===== config.mk =====
export PLATFORM = sky130hd
export DESIGN_NAME = muldiv_unit
export DESIGN_NICKNAME = d
export VERILOG_FILES = /design/src/rtl/muldiv_unit.sv
export SDC_FILE = /design/constraint.sdc
export NUM_CORES = 1
export LEC_CHECK = 0
export CAP_MARGIN = 30
export CORE_MARGIN = 2
export CORE_UTILIZATION = 61
export CTS_CLUSTER_DIAMETER = 80
export DETAILED_ROUTE_END_ITERATION = 8
export GPL_ROUTABILITY_DRIVEN = 0
export PLACE_DENSITY_LB_ADDON = 0.25
export SETUP_SLACK_MARGIN = 0.02
export SLEW_MARGIN = 20
export SYNTH_ARGS = -nofsm -noshare
export SYNTH_HDL_FRONTEND = slang
export SYNTH_SLANG_ARGS = --single-unit
export TNS_END_PERCENT = 1

===== constraint.sdc =====
create_clock -name clk -period 6.5 [get_ports clk]
set_input_delay 0.975 -clock clk [delete_from_list [all_inputs] [get_ports clk]]
set_output_delay 0.975 -clock clk [all_outputs]
set_load 0.005 [all_outputs]

===== src/rtl/muldiv_unit.sv =====
// Iterative 32-cycle multiply/divide unit feeding the HI/LO registers.
// Each multiply step is one shift-add. Each divide step is one restoring subtract.
module muldiv_unit (
  input  logic        clk,
  input  logic        rst,
  input  logic        start,
  input  logic [1:0]  op,
  input  logic [31:0] a,
  input  logic [31:0] b,
  output logic        busy,
  output logic        done,
  output logic        hi_write,
  output logic        lo_write,
  output logic [31:0] hi_out,
  output logic [31:0] lo_out
);

  typedef enum logic [0:0] {S_IDLE = 1'b0, S_RUN = 1'b1} state_t;

  state_t      r_state;
  state_t      w_state_next;
  logic [4:0]  r_count;
  logic        r_is_div;
  logic        r_neg_q;
  logic        r_neg_r;
  logic        r_divz;
  logic [31:0] r_mcand;
  logic [63:0] r_acc;
  logic [32:0] r_rem;
  logic        r_done;
  logic [31:0] r_hi;
  logic [31:0] r_lo;

  logic        w_signed;
  logic [31:0] w_a_mag;
  logic [31:0] w_b_mag;
  logic        w_start;
  logic        w_last;
  logic [32:0] w_sum;
  logic [63:0] w_acc_mul;
  logic [32:0] w_shift;
  logic        w_ge;
  logic [32:0] w_rem_next;
  logic [31:0] w_quo_next;
  logic [63:0] w_prod_f;
  logic [31:0] w_quo_f;
  logic [31:0] w_rem_f;

  assign w_signed = ~op[0];
  assign w_a_mag  = (w_signed && a[31]) ? (32'd0 - a) : a;
  assign w_b_mag  = (w_signed && b[31]) ? (32'd0 - b) : b;
  assign w_start  = (r_state == S_IDLE) && start;
  assign w_last   = (r_state == S_RUN) && (r_count == 5'd31);

  // Multiply: the high half accumulates and the multiplier shifts out of the low half.
  assign w_sum     = {1'b0, r_acc[63:32]} + (r_acc[0] ? {1'b0, r_mcand} : 33'd0);
  assign w_acc_mul = {w_sum, r_acc[31:1]};

  // Divide: the dividend shifts out of r_acc[31:0]. Quotient bits shift in behind it.
  assign w_shift    = {r_rem[31:0], r_acc[31]};
  assign w_ge       = (w_shift >= {1'b0, r_mcand});
  assign w_rem_next = w_ge ? (w_shift - {1'b0, r_mcand}) : w_shift;
  assign w_quo_next = {r_acc[30:0], w_ge};

  assign w_prod_f = r_neg_q ? (64'd0 - w_acc_mul) : w_acc_mul;
  assign w_quo_f  = r_divz ? 32'hFFFF_FFFF : (r_neg_q ? (32'd0 - w_quo_next) : w_quo_next);
  // A zero divisor leaves the remainder at |a|. Restoring the sign of a gives back a unchanged.
  assign w_rem_f  = r_neg_r ? (32'd0 - w_rem_next[31:0]) : w_rem_next[31:0];

  // State register
  always_ff @(posedge clk) begin
    if (!rst) begin
      r_state <= S_IDLE;
    end else begin
      r_state <= w_state_next;
    end
  end

  // Next-state logic
  always_comb begin
    w_state_next = r_state;
    case (r_state)
      S_IDLE: begin
        if (start) begin
          w_state_next = S_RUN;
        end else begin
          w_state_next = S_IDLE;
        end
      end
      S_RUN: begin
        if (r_count == 5'd31) begin
          w_state_next = S_IDLE;
        end else begin
          w_state_next = S_RUN;
        end
      end
      default: w_state_next = S_IDLE;
    endcase
  end

  // Operand capture, iteration datapath and result registers
  always_ff @(posedge clk) begin
    if (!rst) begin
      r_count  <= 5'd0;
      r_is_div <= 1'b0;
      r_neg_q  <= 1'b0;
      r_neg_r  <= 1'b0;
      r_divz   <= 1'b0;
      r_mcand  <= 32'd0;
      r_acc    <= 64'd0;
      r_rem    <= 33'd0;
      r_done   <= 1'b0;
      r_hi     <= 32'd0;
      r_lo     <= 32'd0;
    end else begin
      r_done <= 1'b0;
      if (w_start) begin
        r_count  <= 5'd0;
        r_is_div <= op[1];
        r_neg_q  <= w_signed & (a[31] ^ b[31]);
        r_neg_r  <= w_signed & op[1] & a[31];
        r_divz   <= op[1] & (b == 32'd0);
        r_rem    <= 33'd0;
        if (op[1]) begin
          r_mcand <= w_b_mag;
          r_acc   <= {32'd0, w_a_mag};
        end else begin
          r_mcand <= w_a_mag;
          r_acc   <= {32'd0, w_b_mag};
        end
      end else if (r_state == S_RUN) begin
        r_count <= r_count + 5'd1;
        if (r_is_div) begin
          r_rem <= w_rem_next;
          r_acc <= {32'd0, w_quo_next};
        end else begin
          r_acc <= w_acc_mul;
        end
        if (w_last) begin
          r_done <= 1'b1;
          if (r_is_div) begin
            r_hi <= w_rem_f;
            r_lo <= w_quo_f;
          end else begin
            r_hi <= w_prod_f[63:32];
            r_lo <= w_prod_f[31:0];
          end
        end
      end
    end
  end

  assign busy     = (r_state == S_RUN);
  assign done     = r_done;
  assign hi_write = r_done;
  assign lo_write = r_done;
  assign hi_out   = r_hi;
  assign lo_out   = r_lo;

endmodule


; ---- After elaboration in Yosys (flattened, before gate mapping)
; Index checks and enable logic that the tools add are counted.
[classes]
n_addsub = 8
multipliers = 0
div_mod_pow = 0
magnitude_cmp = 1
n_eq_ne = 1
shifts = 0
muxes = 19
bitwise_logic = 9
reduce_logical = 10
[ops]
columns = op, count
row1 = 32-bit 2-to-1 mux, 11
row2 = 64-bit 2-to-1 mux, 4
row3 = 1-bit by 32-bit subtractor with 32-bit output (first input constant), 4
row4 = 1-bit by 64-bit subtractor with 64-bit output (first input constant), 1
row5 = 32-bit by 32-bit adder with 33-bit output, 1
row6 = 33-bit by 32-bit greater-or-equal comparator with 1-bit output, 1
row7 = 32-bit zero test, 1
row8 = 32-bit subtractor, 1
row9 = 5-bit by 1-bit adder with 5-bit output (second input constant), 1
row10 = 5-bit == test (second input constant), 1
row11 = 1-bit bitwise AND, 4
row12 = 1-bit logical AND, 4
row13 = 1-bit inverter, 4
row14 = 1-bit 2-to-1 mux, 3
row15 = 3-bit AND reduction, 1
row16 = 3-bit OR reduction, 1
row17 = 1-bit one-hot mux with 2 select lines, 1
row18 = 2-bit AND reduction, 1
row19 = 2-bit nonzero test, 1
row20 = 2-bit OR reduction, 1
row21 = 1-bit bitwise XOR, 1
[word_totals]
regBits = 203
latchBits = 0
ramBits = 0
romBits = 0
input_bits = 69
elab_cells = 60
n_memories = 0

; ---- Logic depth before layout (Yosys ltp)
[depth]
ltp_word = 5
mapped_depth = 23
depth_no_buf = 19

; ---- Worst setup path before layout
; OpenSTA, ideal clock, no wires.
[synth_timing]
path_kind = register to register
startpoint = reg r_mcand[12]
endpoint = reg r_hi[22] (netlist: hi_out[22])
setup_time_ns = 0.129
t_arrival_ns = 5.188
required_ns = 6.371
slack_ns = 1.183
stages_incl_launch_ff = 23
path_buffers = 4
period_less_slack_ns = 5.317
cell_sequence = dfxtp_1 -> inv_1 -> ha_1 -> clkbuf_1 -> and4_1 -> nand4_1 -> or4_1 -> o211a_1 -> nand2_1 -> clkbuf_1 -> buf_2 -> buf_1 -> mux2i_1 -> ha_1 -> nand2_1 -> or2_2 -> nor3_1 -> mux2i_1 -> nor4_1 -> a21oi_1 -> xor2_1 -> a2111oi_0 -> nor2_1
[synth_between]
elab_chain_len = 5
word_cells_on_any_way = 10
classes_between = 4 x add/sub / 1 x order compare / 5 x mux
[synth_rtl]
columns = item, line_no
row1 = from (decl), 27  ; logic [31:0] r_mcand;
row2 = from (signal assigned), 125  ; r_mcand <= w_b_mag;
row3 = from (signal assigned), 128  ; r_mcand <= w_a_mag;
row4 = 32-bit 2-to-1 mux (tied with other cells), 56  ; assign w_sum = {1'b0, r_acc[63:32]} + (r_acc[0] ? {1'b0, r_mcand} : 33'd0);
row5 = 32-bit by 32-bit adder with 33-bit output / 32-bit 2-to-1 mux (equally long branches), "56, 62"
row6 = 1-bit by 64-bit subtractor with 64-bit output / 1-bit by 32-bit subtractor with 32-bit output (equally long branches), "65, 68"
row7 = 64-bit 2-to-1 mux / 32-bit 2-to-1 mux (equally long branches), "65, 68"
row8 = 32-bit 2-to-1 mux (*), 141  ; if (r_is_div) begin
row9 = to (signal assigned), 142  ; r_hi <= w_rem_f;
row10 = to (signal assigned), 145  ; r_hi <= w_prod_f[63:32];
row11 = to (decl), 31  ; logic [31:0] r_hi;
; Mark *: on every way between the ends. The rest lies on a longest branch, timed or not.
; A chain may end at the register's enable or synchronous reset.

; ---- Worst setup path in the final report
[layout_timing]
startpoint = reg r_mcand[6]
endpoint = reg r_hi[22] (netlist: hi_out[22])
; Same word-level chain as after synthesis.

==> results by group <==
Die
  – Die height: 174 µm
  – Core Region: 28,600 µm²
  – Starting density of the core: 61.7%
  – DIE WIDTH: 174 µm
  – Die ar.: 30,300 µm²
  – # IOs: 137
  – Placement row count: 62

CTS
  – Worst-Skew Late Latency: 0.54 ns
  – Hold_buf cts: 0
  – CTS Buf Count: 25
  – CTS root buf: clkbuf_16
  – CTS tree: done
  – TritonCTS Sinks: 203
  – Clock transition at path regs: 0.06 ns
  – Setup bufs post-CTS: 0
  – Resized Gates After CTS: 0
  – Clock tree buffer depth: 3
  – CTS H-tree depth: 1

GRT
  – Initial antenna violation count: 1
  – Gr usage total: 37.2%
  – Global-route wire length before repair: 91,300 µm
  – Largest net degree at the start of global routing: 89
  – GR Overflow Total: 0
  – Vias in the first global route: 17,400

Timing
  – Hold Slack: 0.454 ns
  – Least-Margin Pin Slew: 1.02 ns
  – Final Hold Fails: 0
  – Final Skew: 0.0156 ns
  – Tmin final: 5.32 ns
  – Fmax: 188 MHz
  – Slew headroom: 32.0%
  – Final worst slack: 1.18 ns
  – Max-slew violations: 0
  – Final setup vio count: 0
  – Final period util: 81.8%
  – Setup_tns: 0 ns
  – RSZ-0062 raised after global routing: no

Route
  – DR pass1 iterations: 6
  – Vias per cell: 6.79
  – DRC viols: 0
  – First DRT Iteration DRCs: 2,345
  – Post-route ant nets: 0
  – Total wire length: 59,600 µm
  – WL/cell: 21.0 µm
  – Vias: 19,300

Final layout
  – Nets: 2,585
  – Commonest non-fill, non-tap cell in the layout: nor2_1
  – Ratio of cells with drive above 1 in the final layout: 4.84%
  – Core Util, Final: 69.0%
  – Most frequent cells in the layout: nor2_1, nand2_1, a21oi_1, dfxtp_1, o21ai_0
  – Area growth syn-to-layout: 11.9%

Power and ir drop
  – PD cells: 201 nW/µm²
  – Worst VDD drop: 0.180 mV
  – Leak pwr: 7.33 nW

Yosys
  – Register area share after synthesis: 23.0%
  – Top FF cell, synth: dfxtp_1
  – Gate count after technology mapping: 2,449
  – Async S/R FF share, synth: 0%
  – Post-Syn Area: 17,700 µm²
  – FF+latch count, synth: 203
  – Yosys warns: 0
  – Post-Syn Nets: 2,591
  – EDFF count, synth: 0
  – Post-synthesis cell type count: 91
  – Avg Cell Area, Syn: 7.21 µm²

Setup path
  – Critical path's slowest cell: a2111oi_0
  – WS Path Type: flop to flop
  – Crit-path max cell delay: 0.50 ns
  – Crit path DAT: 5.73 ns
  – CP Capture Type: flop
  – Critical path launch point type: flop
  – Crit path cell chain: inv_1 > ha_1 > a21oi_1 > o21ai_0 > a221o_1 > o211ai_1 > nand2_2 > o21ai_0 > ha_1 > nand2_1 > or2_2 > nor3_1 > mux2i_1 > nor4_1 > a21oi_1 > xor2_1 > a2111oi_0 > nor2_1
  – Worst EP required: 6.91 ns
  – Crit path max fanout: 9

Placed design
  – Pre-CTS WS: 1.40 ns
  – Post-DP HPWL: 44,000 µm
  – I/O Buffers: 136

Hold path
  – Hold WC Path Type: flop to flop

Outcome
  – Status: complete, no violations

Run
  – Max-Cap Viols: 0
synthesized netlist by cell type, drive strengths merged (7+ instances only):
| cell type | count | area (µm²) |
|---|---|---|
| a21oi | 217 | 1100 |
| nor2b | 22 | 138 |
| nand2 | 230 | 863 |
| o41ai | 13 | 129 |
| dfxtp | 203 | 4060 |
| ha | 71 | 888 |
| clkbuf | 159 | 597 |
| o311ai | 11 | 96.3 |
| a311oi | 14 | 123 |
| mux2 | 8 | 90.1 |
| o31ai | 34 | 255 |
| o21ai | 180 | 916 |
| and2 | 19 | 119 |
| or3 | 29 | 186 |
| inv | 69 | 259 |
| nor2 | 309 | 1160 |
| xor2 | 79 | 692 |
| a21o | 26 | 196 |
| buf | 32 | 160 |
| nor3 | 49 | 250 |
| nor4 | 28 | 211 |
| o221ai | 13 | 114 |
| or2 | 15 | 93.8 |
| o211ai | 38 | 285 |
| a211oi | 134 | 1020 |
| xnor2 | 117 | 1020 |
| nand3 | 23 | 120 |
| a2111oi | 7 | 62.6 |
| a22oi | 36 | 270 |
| o211a | 9 | 90.1 |
| nand4 | 23 | 144 |
| or4 | 17 | 135 |
| nand2b | 20 | 125 |
| and4 | 9 | 78.8 |
| a31oi | 27 | 181 |
| and3 | 21 | 131 |
| mux2i | 50 | 500 |
worst max-delay path: cells and delay by family, from the launching register on:
| kind | cells | cell delay (ns) |
|---|---|---|
| compound gates | 7 | 2.39 |
| simple gates | 6 | 1.34 |
| fa+ha+maj | 2 | 0.66 |
| flops | 1 | 0.34 |
| mux | 1 | 0.21 |
| xor+xnor | 1 | 0.16 |
| buf+inv | 1 | 0.06 |
metrics by stage:
stage	instance area [µm²]	power [mW]	cells
6_report	19800	3.98	2843
3_5_place_dp	18900	2.55	2797
5_1_grt	19800	4.11	2842
2_1_floorplan	17700	2.21	2449
3_3_place_gp	18900	2.52	2797
4_1_cts	19700	3.93	2839
worst paths after layout:
kind | startpoint | endpoint | slack (ns) | cells past startpoint
worst max-delay path | r_mcand[6]$_SDFFE_PN0P_ | hi_out[22]$_SDFFE_PN0P_ | 1.18 | 18
worst min-delay path | r_mcand[9]$_SDFFE_PN0P_ | r_mcand[9]$_SDFFE_PN0P_ | 0.45 | 2
worst max register to register | r_mcand[6]$_SDFFE_PN0P_ | hi_out[22]$_SDFFE_PN0P_ | 1.18 | 18
worst min register to register | r_mcand[9]$_SDFFE_PN0P_ | r_mcand[9]$_SDFFE_PN0P_ | 0.45 | 2
per-layer routing:
| layer | track usage, % | vias up | share of wire [%] | routed length (µm) |
|---|---|---|---|---|
| met4 | 27.7 | 0 | 8.9 | 5280 |
| li1 | - | 8942 | - | - |
| met2 | 60.6 | 1149 | 45 | 26800 |
| met3 | 4.09 | 287 | 8.2 | 4890 |
| met1 | 45.4 | 8923 | 38 | 22600 |
| met5 | 0 | - | 0 | 0 |
layout make-up:
type                    count  area [µm²]
flip-flops and latches    203        4070
clock inverters            10         133
fillers                  2408        8860
clock buffers              32         672
repair buffers            158        1540
well taps                 384         480
diodes                      1        2.50
inverters                  70         264
multi-input cells        1985       12600
kinds of logic after synthesis:
| family | after synthesis | synth area share (%) |
|---|---|---|
| AO/OA/AOI/OAI | 824 | 30.6 |
| XOR/XNOR | 196 | 9.72 |
| adder cells (fa/ha/maj) | 73 | 5.26 |
| buffers and inverters | 261 | 5.78 |
| flip-flops | 203 | 23.0 |
| multiplexers | 58 | 3.34 |
| AND/OR/NAND/NOR | 834 | 22.3 |
state kept, by name (all words and copies together), names as in the netlist, 5 cells and up:
| signal | cells |
|---|---|
| r_acc | 64 |
| hi_out | 32 |
| lo_out | 32 |
| r_mcand | 32 |
| r_rem | 32 |
| r_count | 5 |
power by group:
part / switching (mW) / total, mW / internal (mW)
Sequential: 0.0801 / 1.37 / 1.29
Clock: 0.558 / 1.40 / 0.844
Combinational: 0.776 / 1.21 / 0.432
Note: power is estimated with default switching activity, not from simulation.
